<file path="config.mk">
export PLATFORM = sky130hd
export DESIGN_NAME = lieat_pipe_flowctl
export DESIGN_NICKNAME = d
export VERILOG_FILES = /design/src/rtl/lieat_pipe_flowctl.sv
export SDC_FILE = /design/constraint.sdc
export NUM_CORES = 1
export LEC_CHECK = 0
export CORE_ASPECT_RATIO = 1.2
export CORE_MARGIN = 5
export CORE_UTILIZATION = 39
export CTS_CLUSTER_SIZE = 16
export DETAILED_ROUTE_END_ITERATION = 8
export DONT_BUFFER_PORTS = 1
export PLACE_DENSITY = 0.64
export SLEW_MARGIN = 10
export SYNTH_ARGS = -nofsm -noshare
export SYNTH_HDL_FRONTEND = slang
export SYNTH_SLANG_ARGS = --single-unit
</file>
<file path="constraint.sdc">
create_clock -name clock -period 6 [get_ports clock]
set_input_delay 1.2 -clock clock [delete_from_list [all_inputs] [get_ports clock]]
set_output_delay 1.2 -clock clock [all_outputs]
set_load 0.1 [all_outputs]
</file>
<file path="src/rtl/lieat_pipe_flowctl.sv">
// Central valid/load-enable controller for a STAGES-deep pipeline.
// Handles stalls with same-cycle bubble collapse, partial flushes and a post-reset boot window.
module lieat_pipe_flowctl #(
    parameter int STAGES   = 7,
    parameter int BOOT_CYC = 2,
    parameter int CNTW     = 16,
    parameter int FW       = (STAGES > 1) ? $clog2(STAGES) : 1
) (
    input  logic              clock,
    input  logic              reset,
    input  logic              in_valid,
    output logic              in_ready,
    input  logic [STAGES-1:0] stall_req,
    input  logic              flush_valid,
    input  logic [FW-1:0]     flush_stage,
    output logic              out_valid,
    input  logic              out_ready,
    output logic [STAGES-1:0] stage_loaden,
    output logic [STAGES-1:0] stage_valid,
    output logic              boot_done,
    input  logic              perf_clr,
    output logic [CNTW-1:0]   perf_stall_cnt
);

    localparam int BW = (BOOT_CYC > 0) ? $clog2(BOOT_CYC + 1) : 1;
    localparam logic [BW-1:0] BOOT_LAST = BW'(BOOT_CYC);

    logic [BW-1:0]     bootCnt_q, bootCnt_d;
    logic [STAGES-1:0] valid_q, valid_d;
    logic [CNTW-1:0]   perfCnt_q, perfCnt_d;
    logic [STAGES-1:0] hold;
    logic [STAGES-1:0] killMask;
    logic              bootDone;

    // Gating with reset makes every handshake output idle combinationally while reset is asserted.
    assign bootDone = reset & (bootCnt_q == BOOT_LAST);

    always_comb begin
        hold = '0;
        hold[STAGES-1] = valid_q[STAGES-1] & (stall_req[STAGES-1] | ~out_ready);
        for (int i = STAGES - 2; i >= 0; i--) begin
            hold[i] = valid_q[i] & (stall_req[i] | hold[i+1]);
        end
    end

    always_comb begin
        killMask = '0;
        for (int i = 0; i < STAGES; i++) begin
            killMask[i] = flush_valid & (int'(flush_stage) >= i);
        end
    end

    assign stage_loaden   = bootDone ? ~hold : '1;
    assign in_ready       = bootDone & ~hold[0] & ~flush_valid;
    assign out_valid      = bootDone & valid_q[STAGES-1] & ~stall_req[STAGES-1];
    assign stage_valid    = valid_q;
    assign boot_done      = bootDone;
    assign perf_stall_cnt = perfCnt_q;

    // A stage whose predecessor is being flushed receives a bubble rather than the killed entry.
    always_comb begin
        valid_d = valid_q;
        if (!bootDone) begin
            valid_d = '0;
        end else begin
            if (!hold[0]) begin
                valid_d[0] = in_valid & in_ready;
            end
            for (int i = 1; i < STAGES; i++) begin
                if (!hold[i]) begin
                    valid_d[i] = valid_q[i-1] & ~hold[i-1] & ~killMask[i-1];
                end
            end
            valid_d = valid_d & ~killMask;
        end
    end

    always_comb begin
        bootCnt_d = bootCnt_q;
        if (bootCnt_q != BOOT_LAST) begin
            bootCnt_d = bootCnt_q + 1'b1;
        end
    end

    always_comb begin
        perfCnt_d = perfCnt_q;
        if (perf_clr) begin
            perfCnt_d = '0;
        end else if (bootDone && in_valid && !in_ready && !(&perfCnt_q)) begin
            perfCnt_d = perfCnt_q + 1'b1;
        end
    end

    always_ff @(posedge clock or negedge reset) begin
        if (!reset) begin
            bootCnt_q <= '0;
            valid_q   <= '0;
            perfCnt_q <= '0;
        end else begin
            bootCnt_q <= bootCnt_d;
            valid_q   <= valid_d;
            perfCnt_q <= perfCnt_d;
        end
    end

endmodule

</file>
# Word level (Yosys, flattened, before mapping)
# Index checks and enable logic that the tools add are counted.
dict set report op_classes {
  n_bitwise 55
  muxes 18
  mul 0
  shifts 0
  add_sub_neg 2
  magnitude_cmp 6
  n_eq_ne 2
  div_mod_pow 0
  n_reduce_logical 7
}
# operator count
set op_table {}
lappend op_table {{16-bit two-way mux} 2}
lappend op_table {{1-bit bitwise AND} 31}
lappend op_table {{16-bit by 1-bit adder with 16-bit output, second input constant} 1}
lappend op_table {{16-bit AND reduction} 1}
lappend op_table {{1-bit two-way mux} 14}
lappend op_table {{7-bit two-way mux} 2}
lappend op_table {{1-bit inverter} 14}
lappend op_table {{7-bit inverter} 2}
lappend op_table {{3-bit greater-or-equal comparator, second input constant} 3}
lappend op_table {{7-bit bitwise AND} 1}
lappend op_table {{1-bit OR} 7}
lappend op_table {{3-bit by 2-bit greater-or-equal comparator with 1-bit output, second input constant} 2}
lappend op_table {{3-bit by 1-bit greater-or-equal comparator with 1-bit output, second input constant} 1}
lappend op_table {{1-bit logical AND} 3}
lappend op_table {{2-bit by 1-bit adder with 2-bit output, second input constant} 1}
lappend op_table {{2-bit == test, second input constant} 1}
lappend op_table {{1-bit logical NOT} 2}
lappend op_table {{2-bit inequality test, second input constant} 1}
lappend op_table {{2-bit nonzero test} 1}
dict set report word_totals {
  romBits 0
  latchBits 0
  ff_bits 25
  word_cells 93
  ram_bits 0
  mem_count 0
}

# Logic depth before layout (Yosys ltp)
# Gate-level depths: netlist (run 1).
dict set report logic_depth {
  depth_word 23
  ltp_mapped 10
  mapped_depth_nobuf 8
}

# Least setup slack after synthesis (run 1)
# No wires, ideal clock.
dict set report synth_timing {
  path_type {input port to output port}
  from {input reset}
  to {output out_valid}
  t_arrival_ns 3.534
  stages 2
  slack_ns 1.266
  cell_sequence {nand2_2 > nor3b_1}
}
dict set report synth_between {
  elab_chain_len 3
}
# item line_no
set synth_rtl {}
lappend synth_rtl {{from (decl)} 10} ;# input logic reset,
lappend synth_rtl {{1-bit bitwise AND} 36} ;# assign bootDone = reset & (bootCnt_q == BOOT_LAST);
lappend synth_rtl {{1-bit bitwise AND (2 in a row)} 55} ;# assign out_valid = bootDone & valid_q[STAGES-1] & ~stall_req[STAGES-1];
lappend synth_rtl {{to (decl)} 16} ;# output logic out_valid,
# Every way passes these cells.

# Worst setup path in the final report (run 1)
dict set report layout_timing {
  from {input flush_valid}
  to {output in_ready}
}
dict set report layout_between {
  elab_chain_len 2
}
# item line_no
set layout_rtl {}
lappend layout_rtl {{from (decl)} 14} ;# input logic flush_valid,
lappend layout_rtl {{1-bit inverter} 54} ;# assign in_ready = bootDone & ~hold[0] & ~flush_valid;
lappend layout_rtl {{1-bit bitwise AND} 54}
lappend layout_rtl {{to (decl)} 12} ;# output logic in_ready,
# Every way passes these cells.

==> metrics.cfg, run 1 <==
[worst_setup_path]
path_cells=or3_1 > a211oi_1 > o21a_1 > buf_4 > or2_1
r2r_slack_ns=2.50
worstSetupPathType=primary input to output port
slowest_delay_ns=0.78
arrival_ns=2.98
crit_family=simple AND/OR/NAND/NOR gates
cp_num_buf_inv=1
crit_fanout=31
rr_startpoint=bootCnt_q[0]
r2r-end=perf_stall_cnt[5]
cp.required_ns=4.80
crit_slowest_cell=or2_1
r2r_cells=8
cp-end-kind=output port
start_kind=primary input

[floorplan]
fp-row-count=25
die_h_um=78.7
core_sq_um=3880
initial_core_util=0.395
ios=49
die-width_um=67.2
fp.dieArea_sq_um=5290

[route]
wl_met2_mm=1.95
vias=1384
drt-pass1-iter-count=4
via_per_inst=5.99
drc=0
drtIter0Drc=75
wl_met3_um=364
drtAntennaViolNets=0
wire_per_inst_um=16.9
drt_wl_total_mm=3.91
top_layer=met4
wl_met1_mm=1.54

[sta]
fmax_ghz=0.239
final.min_clock_period_ns=4.18
drv_slew=0
finalHoldViolCount=0
tightest_slew_ns=1.06
finalCritPeriodShare=0.697
slew_headroom=0.290
setup_tns_ns=0
skew_ns=0.00176
rsz0062_at_grt=false
setup_viol=0

[global_route]
grt_pass1_vias=1381
grt_max_degree=32
grt_usage=0.148
antenna_found_initial=0
grt_pass1_wl_mm=6.13
grt-ovfl-total=0

[worst_hold_path]
min_path_type=flop to flop
hold_depth=2
hp-start=bootCnt_q[1]
holdPathEnd=bootCnt_q[1]

[synthesis]
synthesis.nets=192
async_reset_ff_frac=1.00
syn_area_sq_um=1530
yosysSeqAreaShare=0.408
synthTopCellsByArea=dfrtp_1 (41%), o31ai_1 (6.4%), or4_1 (5.9%), a21oi_1 (5.2%), nand2_1 (4.7%)
synth_edf_count=0
ys_warn_count=0
synth_area_leader_cell=dfrtp_1
ys_ff_latch=25
synthDistinctLibCells=45
syn_avg_cell_area_sq_um=8.81
synthFlopType=dfrtp_1
syn_inst=174
synth_top_area_frac=0.408

[cells_and_area]
fin_util=0.438
ff_latch_area_sq_um=626
layout_common_cells=dfrtp_1 (25), nand2_1 (19), a21oi_1 (16)
nets=196
n_antenna_cell=0
drive_gt1_frac=0.0904
layout_commonest_cell=dfrtp_1
area_growth_syn_to_layout_pct=10.9
multiInputGateArea_sq_um=845
n_fill_cell=416

[cts]
cts_tree=done
ctsResizeCount=0
htreeDepth=1
hold_buffers=0
cts_buffer_depth=2
cts_sinks=25
clk_latency_ns=0.27
root_buffer=clkbuf_8
cts_buffers=3
path_clk_slew_ns=0.08
post-cts-setup-buffer-count=0

[placed_design]
place_hpwl_mm=2.96
portBuffers=0
place_congestion=0.782

[pwr]
power_density_nw_per_um2=177
p_leak_nw=0.644
ir_drop_uv=74.0

[status]
status=finished, final reports clean

[flow_run]
max_cap_viol_count=0

==> cell families after synthesis <==
kind of cell | count (synthesis) | synth area share
fa+ha+maj | 2 | 0.0163
flops | 25 | 0.408
xor+xnor | 1 | 0.00572
simple gates | 75 | 0.283
mux | 2 | 0.0147
compound gates | 54 | 0.228
buf+inv | 15 | 0.0441
==> worst max-delay path by stage <==
stage	start	slack, ns	cells past startpoint	endpoint
finish	flush_valid	1.82	5	in_ready
detailed placement	flush_valid	1.82	5	in_ready
global placement	flush_valid	1.83	5	in_ready
floorplan	reset	1.27	2	out_valid
global route	flush_valid	1.72	5	in_ready
CTS	flush_valid	1.81	5	in_ready
==> layer usage <==
metal | up-vias | global-route usage
li1 | 665 | -
met1 | 665 | 0.163
met2 | 48 | 0.261
met3 | 6 | 0.0443
met4 | 0 | 0.0527
met5 | - | 0
==> cell usage after synthesis, types with 2 or more instances <==
cell type,number
buf_1,2
ha_1,2
dfrtp_1,25
nand3b_1,2
a31oi_1,4
o31ai_1,13
o211ai_1,2
o21ai_0,2
a21o_1,3
nand4_1,2
and4_1,3
nor2_1,7
a21oi_1,16
clkbuf_1,3
mux2_1,2
nand3_1,11
inv_1,5
or3_1,2
or4_1,12
o21ai_1,5
nand2_1,19
nor2b_1,3
or2_1,2
buf_2,3
o21a_1,4
==> tightest hold or removal path, cell delays in order (launching register included) <==
cell	delay, ns
dfrtp_1	0.36
nand2_1	0.05
o21ai_0	0.07
==> sequential cells by signal, indices dropped and copies added (netlist names) <==
register        flops
perf_stall_cnt     16
bootCnt_q           2
stage_valid         7
==> where the power goes <==
part	internal, mW	switching (mW)	total [mW]	leakage (nW)
sequential	0.169	0.00973	0.179	0.343
clock	0.0475	0.0504	0.0978	0.0228
combinational	0.00604	0.0185	0.0245	0.278
total	0.223	0.0786	0.301	0.644
==> cell type report <==
type                            instances  share of cell area
Inverter                                6              0.0132
Sequential cell                        25               0.368
Clock buffer                            4              0.0265
Timing Repair Buffer                    8              0.0559
Tap cell                               54              0.0397
Multi-Input combinational cell        134               0.497
==> metrics by stage <==
step	power [mW]	setup WS, ns	hold slack, ns	std cells	cell area (sq um)
after global placement	0.206	1.83	0.460	227	1660
final	0.301	1.82	0.509	231	1700
after floorplan	0.206	1.27	0.446	174	1530
after global routing	0.313	1.72	0.551	231	1700
after CTS	0.305	1.81	0.513	231	1700
after detailed placement	0.207	1.82	0.493	227	1660
No activity file was read; power rests on OpenSTA's default activity.
==> inputs of run 2 (changes only) <==
Clock period 6 ns to 4.4 ns, I/O delays scaled along.
==> run 2 against run 1 <==
Compared with the run above:
- total power up 39%
- wire length rose by 2.7%
- die area is the same
- sequential power rose by 32%
- largest power group unchanged
- highest routed layer unchanged
==> metrics.cfg, run 2 (synthesis gave the netlist of run 1 again) <==
[route]
drtAntennaViolNets=0  ; unchanged
drc=0  ; unchanged
via_per_inst=5.91  ; -1.4%
wire_per_inst_um=16.5  ; -2.4%
drtIter0Drc=53  ; -29%
drt_wl_total_mm=4.01  ; +2.7%
vias=1436  ; +3.8%
drt-pass1-iter-count=4  ; unchanged

[global_route]
grt-ovfl-total=0  ; unchanged
grt.busiest_layer=met2
grt_pass1_vias=1381  ; unchanged
grt_pass1_wl_mm=6.43  ; +4.8%
grt_usage=0.153  ; +0.00556
grt_use_met2=0.262  ; +0.000983
antenna_found_initial=0  ; unchanged
grt_max_degree=31  ; -3.1%
grtUsageMet1=0.186  ; +0.0233
grt_util_met3=0.0429  ; -0.00143

[cts]
cts_sinks=25  ; unchanged
htreeDepth=1  ; unchanged
hold_buffers=0  ; unchanged
path_clk_slew_ns=0.09  ; about the same
ctsResizeCount=0  ; unchanged
cts_buffer_depth=2  ; unchanged
cts_tree=done
root_buffer=clkbuf_8
post-cts-setup-buffer-count=0  ; unchanged
cts_buffers=3  ; unchanged
clk_latency_ns=0.27  ; about the same

[sta]
final.min_clock_period_ns=3.16
finalHoldViolCount=0  ; unchanged
slew_headroom=0.290  ; about the same
fmax_ghz=0.316
setup_tns_ns=0  ; unchanged
skew_ns=0.00725  ; +0.00549 ns
rsz0062_at_grt=false
finalCritPeriodShare=0.719
tightest_slew_ns=1.07  ; +0.000345 ns
drv_slew=0  ; unchanged
setup_viol=0  ; unchanged

[worst_setup_path]
start_kind=flop
arrival_ns=2.28  ; -0.70 ns
crit_start=stage_valid[5]
cp-end-kind=output port
rr_startpoint=perf_stall_cnt[0]
cp-endpoint=stage_loaden[0]
r2r_slack_ns=1.26  ; -1.24 ns
crit_fanout=5  ; -84%
r2r-end=perf_stall_cnt[5]
worstSetupPathType=flop to output port
r2r_cells=5  ; -3
cp.required_ns=3.52  ; -1.28 ns

[cells_and_area]
layout_commonest_cell=dfrtp_1
nets=208  ; +6.1%
multiInputGateArea_sq_um=845  ; unchanged
largest_reg_flops=16  ; unchanged
final_cells=243  ; +5.2%
ff_latch_area_sq_um=626  ; unchanged
layout_common_cells=dfrtp_1 (25), nand2_1 (19), buf_4 (18)
area_growth_syn_to_layout_pct=17.1
drive_gt1_frac=0.153  ; +0.0630
final_area_sq_um=1790  ; +5.5%
n_antenna_cell=0  ; unchanged
n_fill_cell=394  ; -5.3%

[floorplan]
die_h_um=78.7  ; unchanged
initial_core_util=0.395  ; unchanged
core_sq_um=3880  ; unchanged
die-width_um=67.2  ; unchanged
fp.dieArea_sq_um=5290  ; unchanged
ios=49  ; unchanged
fp-row-count=25  ; unchanged

[pwr]
clock_power_share=0.328  ; +0.003
p_switching_mw=0.112  ; +42%
ir_drop_uv=114  ; +53%
power_density_nw_per_um2=233  ; +31%
p_seq_frac=0.568  ; -0.026
swShare=0.268  ; +0.00718
intPower_mw=0.305  ; +37%
p_leak_nw=0.706  ; +9.6%
combPwrFrac=0.105  ; +0.024
total_power_mw=0.417  ; +39%

[placed_design]
portBuffers=0  ; unchanged
placedCellCount=239  ; +5.3%
place_area_sq_um=1750  ; +5.4%
place_congestion=0.822  ; +5.1%
place_hpwl_mm=3.06  ; +3.2%

[status]
status=finished, final reports clean

[worst_hold_path]
min_path_type=primary input to async pin

[flow_run]
max_cap_viol_count=0  ; unchanged

[run 2: changes by cell type in the layout (fill, tap and decap cells not counted)]
| cell | change |
|---|---|
| buf_4 | +12 |
| clkinvlp_4 | +1 |
| clkbuf_1 | -1 |
[run 2: how the worst min path moves through the flow]
stage	startpoint	endpoint	slack (ns)	cells past startpoint
final	reset	perf_stall_cnt[2]	0.30	0
after global routing	reset	perf_stall_cnt[2]	0.28	0
after CTS	reset	perf_stall_cnt[1]	0.29	0
after detailed placement	bootCnt_q[0]	bootCnt_q[0]	0.48	1
after global placement	bootCnt_q[0]	bootCnt_q[0]	0.46	1
after floorplan	bootCnt_q[0]	bootCnt_q[0]	0.45	1
[run 2: metrics by stage]
stage                     hold slack [ns]  utilization  setup slack (ns)
after detailed placement            0.478        0.450              1.27
after CTS                           0.285        0.463              1.25
after global routing                0.280        0.463              1.08
final                               0.297        0.463              1.24
after global placement              0.460        0.450              1.39
after floorplan                     0.446            -             0.286
[run 2: area by class of cell]
class,count,share of cell area
flip-flops and latches,25,0.349
well taps,54,0.0377
multi-input cells,134,0.471
inverters,6,0.0126
clock inverters,1,0.00418
repair buffers,20,0.103
clock buffers,3,0.0230
[run 2: routing by layer]
metal | routed length (um) | up-vias
li1 | - | 693
met1 | 1540 | 687
met2 | 2070 | 52
met3 | 372 | 4
met4 | 37 | 0
met5 | 0 | -
[run 2: power groups by stage]
stage                     registers [mW]  logic (mW)  clock network, mW
final                              0.237      0.0436              0.137
after global routing               0.237      0.0473              0.150
after CTS                          0.237      0.0436              0.144
after floorplan                    0.248      0.0327                  0
after detailed placement           0.242      0.0435                  0
after global placement             0.241      0.0423                  0
[run 2: worst max-delay path: stages (launching register included)]
cell	delay, ns
dfrtp_1	0.37
buf_4	0.24
a21o_1	0.21
a31oi_1	0.29
o21ai_1	0.22
o21a_1	0.22
o211ai_1	0.23
clkbuf_16	0.25
==> inputs of run 3 (changes only) <==
Settings changed: PLACE_DENSITY 0.64 to 0.66.
Clock period 4.4 ns to 2.7 ns, I/O delays scaled along.
==> run 3 against run 2 <==
Compared with the run above:
- utilization increased by 6.1 points
- non-clock buffer count grew 17
- setup slack worse by 1.0 ns
- sequential share of layout area shrank 3.6 points
- flip-flop and latch count is the same
- largest cell class unchanged
==> metrics.cfg, run 3 (synthesis gave the netlist of run 1 again) <==
[status]
status=finished, final reports clean

[sta]
drv_slew=0  ; unchanged
skew_ns=0.00856  ; +0.00131 ns
fmax_ghz=0.398
fin_ws_ns=0.190  ; -1.05 ns
hold_slack_ns=0.0817  ; -0.215 ns
finalCritPeriodShare=0.930
slew_headroom=0.765  ; +0.475
final.min_clock_period_ns=2.51
rsz0062_at_grt=false
setup_viol=0  ; unchanged
tightest_slew_ns=0.350  ; -0.716 ns
finalHoldViolCount=0  ; unchanged

[route]
via_per_inst=5.78  ; -2.2%
drtIter0Drc=115  ; +120%
drc=0  ; unchanged
wire_per_inst_um=15.8  ; -4.3%
drt-pass1-iter-count=4  ; unchanged
drt_wl_total_mm=4.11  ; +2.4%
vias=1502  ; +4.6%
drtAntennaViolNets=0  ; unchanged

[global_route]
grt_usage=0.161  ; +0.00834
antenna_found_initial=0  ; unchanged
grt-ovfl-total=0  ; unchanged
grt_pass1_wl_mm=6.78  ; +5.5%
grt_pass1_vias=1498  ; +8.5%
grt_max_degree=31  ; unchanged

[worst_hold_path]
min_path_type=primary input to async pin

[floorplan]
initial_core_util=0.395  ; unchanged
ios=49  ; unchanged
fp-row-count=25  ; unchanged
die-width_um=67.2  ; unchanged
fp.dieArea_sq_um=5290  ; unchanged
core_sq_um=3880  ; unchanged
die_h_um=78.7  ; unchanged

[worst_setup_path]
cp.required_ns=2.16  ; -1.36 ns
cp-end-kind=output port
arrival_ns=1.97  ; -0.31 ns
start_kind=flop
worstSetupPathType=flop to output port
crit_fanout=10  ; +5

[cells_and_area]
drive_gt1_frac=0.262  ; +0.109
area_growth_syn_to_layout_pct=32.4
n_antenna_cell=0  ; unchanged
nets=225  ; +8.2%
largest_reg_flops=16  ; unchanged
layout_common_cells=buf_4 (28), dfrtp_1 (20), nand2_1 (19)
n_fill_cell=387  ; -1.8%
layout_commonest_cell=buf_4
fin_util=0.523  ; +0.0606

[pwr]
total_power_mw=0.694  ; +66%
power_density_nw_per_um2=342  ; +47%
ir_drop_uv=236  ; +110%
p_leak_nw=0.841  ; +19%

[placed_design]
place_hpwl_mm=3.17  ; +3.8%
place_ws_ns=0.408  ; -0.865 ns
portBuffers=0  ; unchanged
place_congestion=0.784  ; -4.6%

[cts]
cts_buffers=3  ; unchanged
clk_latency_ns=0.26  ; about the same
post-cts-setup-buffer-count=0  ; unchanged
cts_buffer_depth=2  ; unchanged
htreeDepth=1  ; unchanged
cts_sinks=25  ; unchanged
root_buffer=clkbuf_8
cts_tree=done
path_clk_slew_ns=0.09  ; about the same

[flow_run]
max_cap_viol_count=0  ; unchanged

## run 3: worst paths after layout
path | from | endpoint | slack [ns] | cells past startpoint
worst min register to register | bootCnt_q[0] | bootCnt_q[0] | 0.50 | 1
worst max-delay path | bootCnt_q[0] | stage_loaden[0] | 0.19 | 7
worst min-delay path | reset | perf_stall_cnt[14] | 0.08 | 1
max in group asynchronous | reset | stage_valid[5] | 2.45 | 1
min in group clock | perf_clr | perf_stall_cnt[0] | 0.33 | 1
worst max register to register | bootCnt_q[0] | perf_stall_cnt[5] | 0.44 | 9
## run 3: cell type report
cell class | count | area [sq um] | area share
Sequential cell | 25 | 634 | 0.313
Timing Repair Buffer | 37 | 395 | 0.195
Tap cell | 54 | 67.6 | 0.0333
Multi-Input combinational cell | 134 | 863 | 0.425
Inverter | 6 | 23.8 | 0.0117
Clock buffer | 4 | 45.0 | 0.0222
## run 3: power breakdown
group / switching [mW] / total, mW / leakage (nW) / internal (mW)
clock: 0.112 / 0.217 / 0.0228 / 0.105
combinational: 0.0714 / 0.0991 / 0.484 / 0.0277
sequential: 0.00128 / 0.377 / 0.334 / 0.376
total: 0.184 / 0.694 / 0.841 / 0.509
## run 3: repair_timing
item / 4_1_cts / 5_1_grt
endpoints found under the hold margin: 25 / 0
resized for setup: 0 / 0
hold buffers: 1 / 0
## run 3: layer usage
| metal | up-vias | part of all wire | GRT usage |
|---|---|---|---|
| li1 | 730 | - | - |
| met1 | 713 | 0.39 | 0.188 |
| met2 | 57 | 0.50 | 0.279 |
| met3 | 2 | 0.10 | 0.0515 |
| met4 | 0 | 0.0061 | 0.0426 |
| met5 | - | 0 | 0 |
## run 3: worst max-delay path, stage by stage, from the launching register on
cell and delay [ns]:
dfrtp_1 0.40, inv_1 0.06, ha_1 0.22, nand2_2 0.18
clkinv_2 0.08, buf_4 0.34, o211ai_1 0.19, clkbuf_16 0.24
## run 3: metrics by stage
stage                     cells  TNS, ns  cell area, sq um
after global placement      255        0              1960
after global routing        260        0              2030
after detailed placement    255        0              1960
after floorplan             174   -0.620              1560
final                       260        0              2030
after CTS                   260        0              2030
